$ cat config.mk
export PLATFORM = sky130hd
export DESIGN_NAME = gcd_controller
export DESIGN_NICKNAME = d
export VERILOG_FILES = /design/src/rtl/gcd_controller.sv
export SDC_FILE = /design/constraint.sdc
export NUM_CORES = 1
export LEC_CHECK = 0
export ABC_AREA = 0
export CAP_MARGIN = 15
export CORE_UTILIZATION = 44
export CTS_CLUSTER_SIZE = 40
export DETAILED_ROUTE_END_ITERATION = 6
export HOLD_SLACK_MARGIN = 0.02
export PLACE_DENSITY = 0.82
export RECOVER_POWER = 25
export REMOVE_ABC_BUFFERS = 1
export SLEW_MARGIN = 20
export SYNTH_ARGS = -nofsm -noshare
export SYNTH_HDL_FRONTEND = slang
export SYNTH_SLANG_ARGS = --single-unit
export TNS_END_PERCENT = 20
$ cat constraint.sdc
create_clock -name clk -period 4.6 [get_ports clk]
set_input_delay 0.46 -clock clk [delete_from_list [all_inputs] [get_ports clk]]
set_output_delay 0.46 -clock clk [all_outputs]
set_load 0.02 [all_outputs]
$ cat src/rtl/gcd_controller.sv
// rtl/gcd_controller.sv - sequencing FSM for the 8-bit subtract-and-compare GCD datapath
//
// Loads operands on start, steers A-B / B-A write-backs from the comparator flags,
// commits A to the output register, then pulses done. An iteration guard and a
// flag-sanity check abort runs that cannot terminate (err pulses together with done).
//
// Ports:
//   clk, rst                 rising-edge clock, asynchronous active-high reset
//   start                    run request, sampled only in IDLE
//   a_gt_b, a_eq_b, a_lt_b   datapath comparator flags
//   a_sel, b_sel             operand muxes: 1 = external data, 0 = subtractor result
//   a_ld, b_ld, output_en    register load enables for A, B and the output register
//   busy, done, err          run status; done/err are one-cycle pulses
//   iter_count               subtract steps taken in the current or last run

module gcd_controller #(
    parameter int MAX_ITER = 255,
    parameter int CNT_W    = 8
) (
    input  logic             clk,
    input  logic             rst,
    input  logic             start,
    input  logic             a_gt_b,
    input  logic             a_eq_b,
    input  logic             a_lt_b,
    output logic             a_sel,
    output logic             b_sel,
    output logic             a_ld,
    output logic             b_ld,
    output logic             output_en,
    output logic             busy,
    output logic             done,
    output logic             err,
    output logic [CNT_W-1:0] iter_count
);

    typedef enum logic [2:0] {
        S_IDLE,
        S_LOAD,
        S_CALC,
        S_SUB_A,
        S_SUB_B,
        S_WRITE,
        S_DONE,
        S_ERR
    } state_t;

    localparam logic [CNT_W-1:0] ITER_LIMIT = CNT_W'(MAX_ITER);

    state_t state;
    state_t state_next;
    logic   flags_one_hot;

    assign flags_one_hot = ({a_gt_b, a_eq_b, a_lt_b} == 3'b100) ||
                           ({a_gt_b, a_eq_b, a_lt_b} == 3'b010) ||
                           ({a_gt_b, a_eq_b, a_lt_b} == 3'b001);

    always_comb begin
        state_next = state;
        case (state)
            S_IDLE:  if (start) state_next = S_LOAD;
            S_LOAD:  state_next = S_CALC;
            S_CALC: begin
                // A corrupted comparator is treated as fatal before anything else;
                // equality wins over the guard so a run finishing on its last step completes.
                if (!flags_one_hot)                 state_next = S_ERR;
                else if (a_eq_b)                    state_next = S_WRITE;
                else if (iter_count == ITER_LIMIT)  state_next = S_ERR;
                else if (a_gt_b)                    state_next = S_SUB_A;
                else                                state_next = S_SUB_B;
            end
            S_SUB_A: state_next = S_CALC;
            S_SUB_B: state_next = S_CALC;
            S_WRITE: state_next = S_DONE;
            S_DONE:  state_next = S_IDLE;
            S_ERR:   state_next = S_IDLE;
            default: state_next = S_IDLE;
        endcase
    end

    // Outputs are decoded from the next state and registered, so each one is a
    // clean flop output that tracks the current state with no input-to-output path.
    always_ff @(posedge clk or posedge rst) begin
        if (rst) begin
            state      <= S_IDLE;
            a_sel      <= 1'b0;
            b_sel      <= 1'b0;
            a_ld       <= 1'b0;
            b_ld       <= 1'b0;
            output_en  <= 1'b0;
            busy       <= 1'b0;
            done       <= 1'b0;
            err        <= 1'b0;
            iter_count <= '0;
        end else begin
            state     <= state_next;
            a_sel     <= (state_next == S_LOAD);
            b_sel     <= (state_next == S_LOAD);
            a_ld      <= (state_next == S_LOAD) || (state_next == S_SUB_A);
            b_ld      <= (state_next == S_LOAD) || (state_next == S_SUB_B);
            output_en <= (state_next == S_WRITE);
            busy      <= (state_next == S_LOAD)  || (state_next == S_CALC) ||
                         (state_next == S_SUB_A) || (state_next == S_SUB_B) ||
                         (state_next == S_WRITE);
            done      <= (state_next == S_DONE) || (state_next == S_ERR);
            err       <= (state_next == S_ERR);

            // Counter only advances on a subtract step; the CALC guard stops it
            // at ITER_LIMIT, so it cannot wrap. Otherwise it holds for readback.
            if (state == S_IDLE && start)
                iter_count <= '0;
            else if (state == S_SUB_A || state == S_SUB_B)
                iter_count <= iter_count + 1'b1;
        end
    end

endmodule

# --- Word level (Yosys, flattened, before mapping) ---
# Index checks and enable logic that the tools add are counted.
word_totals:
  regBits: 18
  output_inout_bits: 16
  in_bits: 6
classes:
  n_reduce_logical: 15
  n_eq_ne: 18
  n_addsub: 1
  n_mux: 8
op_table:
  columns: ["cell", "n"]
  rows:
  - ["3-bit equality test (second input constant)", 9]
  - ["8-bit two-way mux", 2]
  - ["3-bit by 2-bit equality test with 1-bit output (second input constant)", 5]
  - ["3-bit two-way mux", 5]
  - ["3-bit case mux with 5 select lines", 1]
  - ["1-bit logical OR", 10]
  - ["3-bit by 1-bit equality test with 1-bit output (second input constant)", 3]
  - ["8-bit by 1-bit adder with 8-bit output (second input constant)", 1]
  - ["8-bit equality test (second input constant)", 1]
  - ["3-bit logical NOT", 1]
  - ["3-bit OR reduction", 1]
  - ["2-bit nonzero test", 1]
  - ["2-bit OR reduction", 1]
  - ["1-bit logical AND", 1]

# --- Longest topological paths before layout ---
# Gate-level depths: netlist of the first run.
depth:
  word_depth: 10
  mapped_depth: 6
  depth_no_buf: 6

# --- Least setup slack after synthesis of the first run ---
# Ideal clock, no wire load.
synth_timing:
  path_kind: "reg2reg"
  from: "reg iter_count[0]"
  to: "reg err"
  t_arrival_ns: 1.422
  setup_slack_ns: 3.043
  synth_period_minus_slack_ns: 1.557
  setup_time_ns: 0.135
  stages_incl_launch_ff: 6
  path_cell_list: "dfrtp_1 ha_1 nand3_1 o211ai_1 o32a_1 nor3b_1"
synth_via:
  elab_chain_cells: 6
synth_rtl:
  columns: ["item", "line_no", "rtl"]
  rows:
  - ["from (decl)", "34", "output logic [CNT_W-1:0] iter_count"]
  - ["from (signal assigned)", "113", "iter_count <= iter_count + 1'b1;"]
  - ["8-bit equality test", "68", "else if (iter_count == ITER_LIMIT) state_next = S_ERR;"]
  - ["3-bit two-way mux", "68", null]
  - ["3-bit two-way mux", "67", "else if (a_eq_b) state_next = S_WRITE;"]
  - ["3-bit two-way mux", "66", "if (!flags_one_hot) state_next = S_ERR;"]
  - ["3-bit case mux with 5 select lines", "60", "case (state)"]
  - ["named net state_next[1]", "51", "state_t state_next;"]
  - ["3-bit equality test", "106", "err <= (state_next == S_ERR);"]
  - ["to (signal assigned)", "106", null]
  - ["to (decl)", "33", "output logic err,"]
# The timed path passes the listed nets, and every way through them passes these cells.
# A chain may end at the register's enable or synchronous reset.

# --- Worst setup path in the final report of the first run ---
layout_timing:
  from: "reg iter_count[2]"
  to: "out iter_count[2]"
# No word-level cell between the ends.

==> results.yml, run 1 <==
outcome:
  outcome: "finished, final reports clean"
cts:
  hold_buffers: 0
  clockBufferDepth: 2
  clkLatencyLatePin_ns: 0.29
  tritoncts_buffer_count: 3
  clkSinkCount: 18
  cts.reportedPaths.clkPinSlew_ns: 0.10
  post-cts-setup-buffer-count: 0
  cts-htree-levels: 1
  clk_root_buffer_cell: "clkbuf_4"
  cts_tree: "yes"
  number_of_gates_given_a_new_drive_strength_after_cts: 0
critical_path:
  crit_chain: "clkdlybuf4s50_1"
  timing.critical_path.max_delay_family: "buffers and inverters"
  critPathSlowestCell: "clkdlybuf4s50_1"
  critPathMaxStageDelay_ns: 0.64
  path_max_fanout: 6
  crit_path_start: "iter_count[2]"
  setup.worst_path.class: "flop to output pin"
  cp.buffers_inverters: 1
  timing.critical_path.required_ns: 4.14
  critPathArrivalTime_ns: 1.41
  critical_path_launch_point_type: "flop"
  endpoint_kind: "output pin"
  critical_path.reg2reg.startpoint: "iter_count[0]"
final_layout:
  final_nets: 111
  num_antenna_cells: 0
  nFillCells: 153
  post-route-cell-area_mm2: 0.00110
  sequential_cell_area_um2: 450
  multi_input_combinational_cell_area_um2: 357
  fin_cells: 128
  drive_above_1_share_pct: 8.74
  area_growth_syn_to_layout_pct: 30.1
logic_synthesis:
  avgSynthCellArea_um2: 10.5
  yosys-top-cells-area: "dfrtp_1, xnor2_1, mux2i_1"
  synth_enable_flop_cells: 0
  synth_cell_types: 31
  netlist_instances: 81
  synth_top_area_share_pct: 53.1
  leading_post_synthesis_cells_by_instance_count: "dfrtp_1, nand2_1, nor2_1"
  synthFlopType: "dfrtp_1"
  synthMostInstantiatedCell: "dfrtp_1"
  synthesis.area_um2: 848
  synth.ff_latch_count: 18
  yosys.area.top_type: "dfrtp_1"
  synthArstFlopShare_pct: 100
  synthesis.yosys.warnings: 0
  synth_sequential_area_ratio_pct: 53.1
floorplan:
  die_w_um: 45.9
  floorplan.initialDensity_pct: 48.1
  dieArea_mm2: 0.00211
  io_pins: 22
  vertical_die_dimension_um: 45.9
  fp-row-count: 15
  core_mm2: 0.00176
placed_design:
  place_inst: 124
  place_congestion: 0.842
  place.detailed.hpwl_mm: 1.18
  dpl-instance-area_mm2: 0.00107
  port_buffers: 21
power:
  ir_drop_worst_case_vdd_mv: 0.378
  leakage_nw: 0.491
  cellPowerDensity_mw_per_mm2: 568
timing:
  grt_setup_unrepaired: "false"
  period_minus_slack_ns: 1.87
  max_freq_mhz: 535
  slew_headroom_pct: 57.1
  timing.final.crit_share_pct: 40.6
  maxSlewViolCount: 0
  report.final.setup_viol: 0
  finalHoldViolCount: 0
  timing.clock.skew_ns: 0.00127
  max_slew.worst_pin.slew_ns: 0.643
  final.setup.tns_ns: 0
detailed_routing:
  drc: 0
  antenna_violating_nets_post_route: 0
  drt_pass1_iterations: 4
  post_drt_wl_per_cell_um: 12.6
  routed_wl_mm: 1.61
  via_cell_ratio: 5.24
  drt_first_iter_violations: 8
  vias: 671
run:
  maximum_capacitance_violations: 0
global_routing:
  first_global_vias: 649
  grt_overflow: 0
  pin_count_of_the_biggest_net_entering_global_routing: 19
  grt.total_usage_pct: 18.3
  grt_antenna_before_repair: 0
  grt_pass1_wl_mm: 2.74
hold_path:
  worstHoldPathType: "flop to flop"
  hold_start: "iter_count[6]"
-- area by class of cell --
type | instances | area share, %
clock buffers | 4 | 3.29
inverters | 5 | 1.70
well taps | 25 | 2.83
repair buffers | 21 | 19.0
multi-input cells | 55 | 32.3
flip-flops and latches | 18 | 40.8
-- logic make-up (layout without fill, tap and decap cells) --
family / count (synthesis) / after routing / share of synthesized area, %
adders and majority gates: 1 / 1 / 1.47
DFF: 18 / 18 / 53.1
xor gates and xnor gates: 4 / 4 / 4.13
AOI/OAI and AO/OA: 13 / 13 / 10.9
muxes: 3 / 3 / 3.54
and+or+nand+nor: 34 / 34 / 22.0
buffers and inverters: 8 / 30 / 4.87
-- placed cells by master (no fill, tap or decap), types with 2 or more instances in the layout --
cell | Yosys | final
mux2i_1 | 3 | 3
nand2_1 | 7 | 7
nor3_1 | 5 | 5
nand4_1 | 3 | 3
xnor2_1 | 4 | 4
a21oi_1 | 2 | 2
clkbuf_4 | 0 | 3
o211ai_1 | 2 | 2
inv_1 | 4 | 4
a211oi_1 | 2 | 2
a22oi_1 | 2 | 2
nor2_2 | 2 | 2
nand3_1 | 2 | 2
dfrtp_1 | 18 | 18
nor2_1 | 6 | 6
clkdlybuf4s50_1 | 0 | 20
-- routing by layer --
metal,vias up,track usage (%),part of all wire (%)
li1,328,-,-
met4,0,8.24,0.62
met3,2,3.97,3.5
met2,21,31.3,51
met5,-,0,0
met1,320,21.9,45
-- registers in the layout, summed over array words and instances, names as in the netlist --
signal and cells:
a_ld 1, b_ld 1, b_sel 1, busy 1
done 1, err 1, iter_count 8, output_en 1
state 3
-- stage by stage --
stage	setup slack [ns]	power, W	hold WS [ns]	util [%]
6_report	2.73	0.000627	0.534	62.6
5_1_grt	2.67	0.000673	0.558	62.6
4_1_cts	2.71	0.000634	0.540	62.6
3_5_place_dp	2.66	0.000534	0.526	60.5
3_3_place_gp	2.71	0.000527	0.505	60.5
2_1_floorplan	3.04	0.000424	0.399	-
-- worst paths after layout --
kind / to / slack [ns] / depth (start not counted)
min in group asynchronous: err / 0.68 / 2
max: iter_count[2] / 2.73 / 1
max in group asynchronous: iter_count[4] / 3.51 / 2
min: iter_count[6] / 0.53 / 1
max reg2reg: output_en / 2.98 / 5
min reg2reg: iter_count[6] / 0.53 / 1
-- power by group --
part	internal, W	switching, W	leakage, nW
clock network	0.0000483	0.0000480	0.0210
registers	0.000205	0.0000494	0.237
logic	0.000130	0.000147	0.233
No activity file was read; power rests on OpenSTA's default activity.
==> run 2: changes to the inputs <==
- CORE_UTILIZATION: 44 -> 42
- clock period: 4.6 -> 1.55 ns (I/O delays scaled with it)
==> run 2 against run 1 <==
Register-to-register slack got worse by 3.0 ns. Clock-buffer cell count unchanged. Sequential cell count unchanged. Combinational power increased to 4.1 times the previous value. Clock skew increased by 0.00067 ns. Critical path type is now flop to flop. Critical path depth increased by 4. Non-clock buffer count increased by 13.
==> results.yml, run 2 (synthesis gave the netlist of run 1 again) <==
cts:
  clk_root_buffer_cell: "clkbuf_4"
  cts_tree: "yes"
  cts-htree-levels: 1
  clkSinkCount: 18
  clkLatencyLatePin_ns: 0.28
  clockBufferDepth: 2
  cts.reportedPaths.clkPinSlew_ns: 0.10
  tritoncts_buffer_count: 3
floorplan:
  dieArea_mm2: 0.00220
  die_w_um: 46.9
  core_mm2: 0.00180
  vertical_die_dimension_um: 46.9
  fp-row-count: 15
  io_pins: 22
  floorplan.initialDensity_pct: 47.1
final_layout:
  largest_reg_flops: 8
  num_antenna_cells: 0
  drive_above_1_share_pct: 24.1
  top_register: "iter_count"
  final_core_utilization_pct: 69.7
  post-route-cell-area_mm2: 0.00125
  leading_cell_type_in_the_layout_fill_and_taps_excluded: "dfrtp_1"
  area_growth_syn_to_layout_pct: 47.9
  biggestRegsByFlops: "iter_count (8), state (3)"
  layout.cells.most_common_list: "dfrtp_1, clkdlybuf4s50_1, buf_4"
  fin_cells: 141
  final_nets: 124
  nFillCells: 157
placed_design:
  place_inst: 136
  place_congestion: 0.834
  port_buffers: 21
  place.detailed.hpwl_mm: 1.56
  dpl-instance-area_mm2: 0.00116
critical_path:
  crit_chain: "ha_4 -> nand3_2 -> o211ai_1 -> o32a_1 -> a22oi_1"
  critPathArrivalTime_ns: 1.73
  setup.worst_path.class: "flop to flop"
  path_max_fanout: 5
  endpoint_kind: "flop"
  timing.critical_path.max_delay_family: "compound AO/OA/AOI/OAI gates"
  critPathSlowestCell: "dfrtp_1"
  timing.critical_path.required_ns: 1.76
  critPathMaxStageDelay_ns: 0.43
  cp.buffers_inverters: 0
  critical_path_launch_point_type: "flop"
power:
  share_seq_of_total_power_pct: 33.9
  internal_power_w: 0.00129
  swShare_pct: 39.9
  switchingPower_w: 0.000853
  pwr-share-clk_pct: 13.1
  leakage_nw: 0.640
  cellPowerDensity_mw_per_mm2: 1710
  ir_drop_worst_case_vdd_mv: 1.16
  p_comb_share_pct: 53.0
outcome:
  outcome: "finished, final reports clean"
timing:
  grt_setup_unrepaired: "true"
  timing.clock.skew_ns: 0.00194
  hold_ws_ns: 0.527
  final.setup.tns_ns: 0
  max_slew.worst_pin.slew_ns: 0.981
  max_freq_mhz: 656
  finalHoldViolCount: 0
  maxSlewViolCount: 0
  period_minus_slack_ns: 1.52
  slew_headroom_pct: 34.6
  report.final.setup_viol: 0
  timing.final.crit_share_pct: 98.3
global_routing:
  gr-max-usage-layer: "met2"
  use_met3_pct: 4.62
  global_route.usage.met2_pct: 42.8
  grt_pass1_wl_mm: 3.33
  first_global_vias: 762
  grt_overflow: 0
  grt_antenna_before_repair: 0
  grt.total_usage_pct: 21.7
  pin_count_of_the_biggest_net_entering_global_routing: 19
  global_route.usage.met1_pct: 23.6
detailed_routing:
  drt_pass1_iterations: 4
  via_cell_ratio: 5.30
  drc: 0
  routed_wl_mm: 2.19
  antenna_violating_nets_post_route: 0
  vias: 747
  post_drt_wl_per_cell_um: 15.5
  drt_first_iter_violations: 12
hold_path:
  worstHoldPathType: "flop to flop"
run:
  maximum_capacitance_violations: 0
[run 2: cell types whose count changed in the layout (fill, tap and decap cells not counted), moves of 2 or more]
cell             delta
nor3_1              -2
nor3_2              +2
clkdlybuf4s50_1     -6
dlymetal6s2s_1      +5
buf_4              +12
[run 2: area by class of cell]
cell class	count	area, µm²	area share, %
inverter	5	18.8	1.50
clock buffer	4	36.3	2.89
timing repair buffer	34	315	25.1
tap	25	31.3	2.49
multi-input combinational	55	403	32.1
sequential	18	450	35.9
[run 2: timing repair]
item / in CTS / in global routing
buffers inserted: 0 / 1
resized for setup: 3 / 12
hold buffers: 0 / 0
pin swaps: 1 / 3
gates cloned: 0 / 0
setup endpoints to repair: 2 / 11
[run 2: power groups by stage]
stage / Clock, W / Sequential [W] / Combinational [W]
floorplan: 0 / 0.000872 / 0.000385
detailed placement: 0 / 0.000712 / 0.00105
CTS: 0.000295 / 0.000710 / 0.00106
finish: 0.000281 / 0.000725 / 0.00113
global placement: 0 / 0.000706 / 0.00101
global route: 0.000315 / 0.000734 / 0.00122
[run 2: final timing paths]
path / to / depth (start not counted) / start / slack, ns
max in group asynchronous: b_ld / 3 / rst / 0.35
worst min-delay path: iter_count[6] / 1 / iter_count[6] / 0.53
worst max register to register: busy / 5 / iter_count[1] / 0.03
worst min register to register: iter_count[6] / 1 / iter_count[6] / 0.53
worst max-delay path: busy / 5 / iter_count[1] / 0.03
min in group asynchronous: output_en / 3 / rst / 0.61
[run 2: worst reg2reg max path: cells and delay by family (launching register included)]
family | cells | cell delay (ns)
AOI/OAI and AO/OA | 3 | 0.76
DFF | 1 | 0.43
adders and majority gates | 1 | 0.19
and+or+nand+nor | 1 | 0.08
[run 2: stage by stage]
stage / setup slack, ns / total power, W
floorplan: -0.00729 / 0.00126
global placement: 0.0483 / 0.00172
detailed placement: -0.0366 / 0.00176
CTS: -0.0114 / 0.00207
global route: -0.0932 / 0.00227
finish: 0.0262 / 0.00214
[run 2: per-layer routing]
| metal | part of all wire [%] | vias up |
|---|---|---|
| li1 | - | 350 |
| met4 | 0 | 0 |
| met3 | 3.7 | 0 |
| met2 | 58 | 23 |
| met1 | 39 | 374 |
| met5 | 0 | - |
==> run 3: changes to the inputs <==
- CORE_ASPECT_RATIO: unset -> 1.5
==> run 3 against run 2 <==
The run now ends with setup timing left. Via count increased by 0.80%. Critical path depth down 1. Design area increased by 2.0%. Core utilization is 0.62 points lower. Die area up 0.18%. Power decreased by 1.2%. Final cell count up 2.1%. Sequential cell count unchanged. Worst hold slack improved by 0.033 ns. Clock power increased by 3%. Routed wire length shrank 8.0%. Critical path type unchanged. Critical endpoint is now iter_count[7]. Largest power group unchanged. Highest routed layer is now met4.
==> results.yml, run 3 (synthesis gave the netlist of run 1 again) <==
power:
  ir_drop_worst_case_vdd_mv: 0.991
  share_seq_of_total_power_pct: 32.4
  cellPowerDensity_mw_per_mm2: 1650
  swShare_pct: 38.6
  p_comb_share_pct: 53.9
  switchingPower_w: 0.000815
  internal_power_w: 0.00130
  pwr-share-clk_pct: 13.7
  total_power_w: 0.00212
  leakage_nw: 0.652
cts:
  cts.reportedPaths.clkPinSlew_ns: 0.10
  cts_tree: "yes"
  clockBufferDepth: 2
  clkSinkCount: 18
  cts-htree-levels: 1
  clkLatencyLatePin_ns: 0.29
  clk_root_buffer_cell: "clkbuf_4"
  tritoncts_buffer_count: 3
final_layout:
  biggestRegsByFlops: "iter_count (8), state (3)"
  drive_above_1_share_pct: 27.6
  area_growth_syn_to_layout_pct: 50.9
  layout.cells.most_common_list: "buf_4, dfrtp_1, clkdlybuf4s50_1"
  largest_reg_flops: 8
  leading_cell_type_in_the_layout_fill_and_taps_excluded: "buf_4"
  num_antenna_cells: 0
  final_nets: 131
  top_register: "iter_count"
global_routing:
  pin_count_of_the_biggest_net_entering_global_routing: 19
  first_global_vias: 733
  grt_overflow: 0
  grt_pass1_wl_mm: 3.11
  grt.total_usage_pct: 19.7
  grt_antenna_before_repair: 0
timing:
  timing.final.crit_share_pct: 101
  grt_setup_unrepaired: "true"
  report.final.setup_viol: 1
  timing.clock.skew_ns: 0.00348
  timing.final.ws_setup_ns: -0.00914
  finalHoldViolCount: 0
  maxSlewViolCount: 0
  slew_headroom_pct: 37.0
  max_slew.worst_pin.slew_ns: 0.945
  period_minus_slack_ns: 1.56
  max_freq_mhz: 641
floorplan:
  core_mm2: 0.00185
  die_w_um: 38.7
  io_pins: 22
  fp-row-count: 19
  dieArea_mm2: 0.00221
  floorplan.initialDensity_pct: 45.7
  vertical_die_dimension_um: 57.0
placed_design:
  place_congestion: 0.823
  dpl_worst_slack_ns: -0.0809
  place.detailed.hpwl_mm: 1.47
  port_buffers: 21
detailed_routing:
  routed_wl_mm: 2.01
  drt_first_iter_violations: 18
  antenna_violating_nets_post_route: 0
  vias: 753
  post_drt_wl_per_cell_um: 14.0
  drt_pass1_iterations: 4
  drc: 0
  via_cell_ratio: 5.23
critical_path:
  setup.worst_path.class: "flop to flop"
  critical_path.reg2reg.startpoint: "state[1]"
  endpoint_kind: "flop"
  crit_path_start: "state[1]"
  worstRegToRegCells: 4
  reg2reg_slack_ns: -0.009
  path_max_fanout: 5
  critPathArrivalTime_ns: 1.76
  timing.critical_path.required_ns: 1.75
  critical_path_launch_point_type: "flop"
  worst_setup_path_endpoint: "iter_count[7]"
  crit_reg_reg_endpoint: "iter_count[7]"
outcome:
  outcome: "finished, violations left"
  violated_checks: "setup timing"
hold_path:
  worstHoldPathType: "input port to async pin"
run:
  maximum_capacitance_violations: 0
[run 3: cell type report]
type / instances / area [µm²]
clock buffers: 4 / 36.3
fillers: 146 / 574
inverters: 5 / 18.8
multi-input cells: 55 / 383
flip-flops and latches: 18 / 450
well taps: 21 / 26.3
repair buffers: 41 / 365
[run 3: power by group through the flow]
stage	clock [W]	sequential, W	combinational (W)
2_1_floorplan	0	0.000872	0.000385
3_3_place_gp	0	0.000683	0.00104
3_5_place_dp	0	0.000688	0.00108
4_1_cts	0.000290	0.000685	0.00112
5_1_grt	0.000310	0.000696	0.00124
6_report	0.000290	0.000685	0.00114
[run 3: repair_timing]
item | in CTS | in global routing
setup buffers | 2 | 5
pin swaps | 3 | 6
setup endpoints to repair | 2 | 13
hold buffers | 0 | 0
resized for setup | 4 | 7
gates cloned | 0 | 0
hold endpoints to repair | 0 | 0
[run 3: layer usage]
layer / track usage (%) / share of wire [%] / up-vias
met2: 36.7 / 59 / 24
met1: 22.5 / 36 / 364
li1: - / - / 363
met5: 0 / 0 / -
met4: 4.93 / 0.89 / 0
met3: 2.33 / 3.5 / 2
[run 3: critical path, stage by stage, from the launching register on]
cell and delay [ns]:
dfrtp_1 0.43, or3b_4 0.44, a211oi_1 0.36, xnor2_1 0.18, nor2_2 0.05
[run 3: how the worst min path moves through the flow]
stage                     start   endpoint  slack (ns)  cells past startpoint
after detailed placement    rst       done        0.49                      3
final                       rst  output_en        0.56                      3
after floorplan             rst       a_ld        0.09                      1
after global routing      start       b_ld        0.60                      4
after global placement      rst        err        0.48                      3
after CTS                   rst        err        0.17                      3
[run 3: metrics by stage]
stage	area (µm²)	setup TNS, ns	std cells	hold slack [ns]	utilization (%)
after CTS	1220	-0.00742	139	0.167	65.9
final	1280	-0.00914	144	0.560	69.0
after global routing	1280	-0.136	144	0.601	69.0
after global placement	1160	-0.0230	133	0.483	62.6
after floorplan	826	-0.00729	78	0.0936	-
after detailed placement	1160	-0.0809	133	0.488	62.6
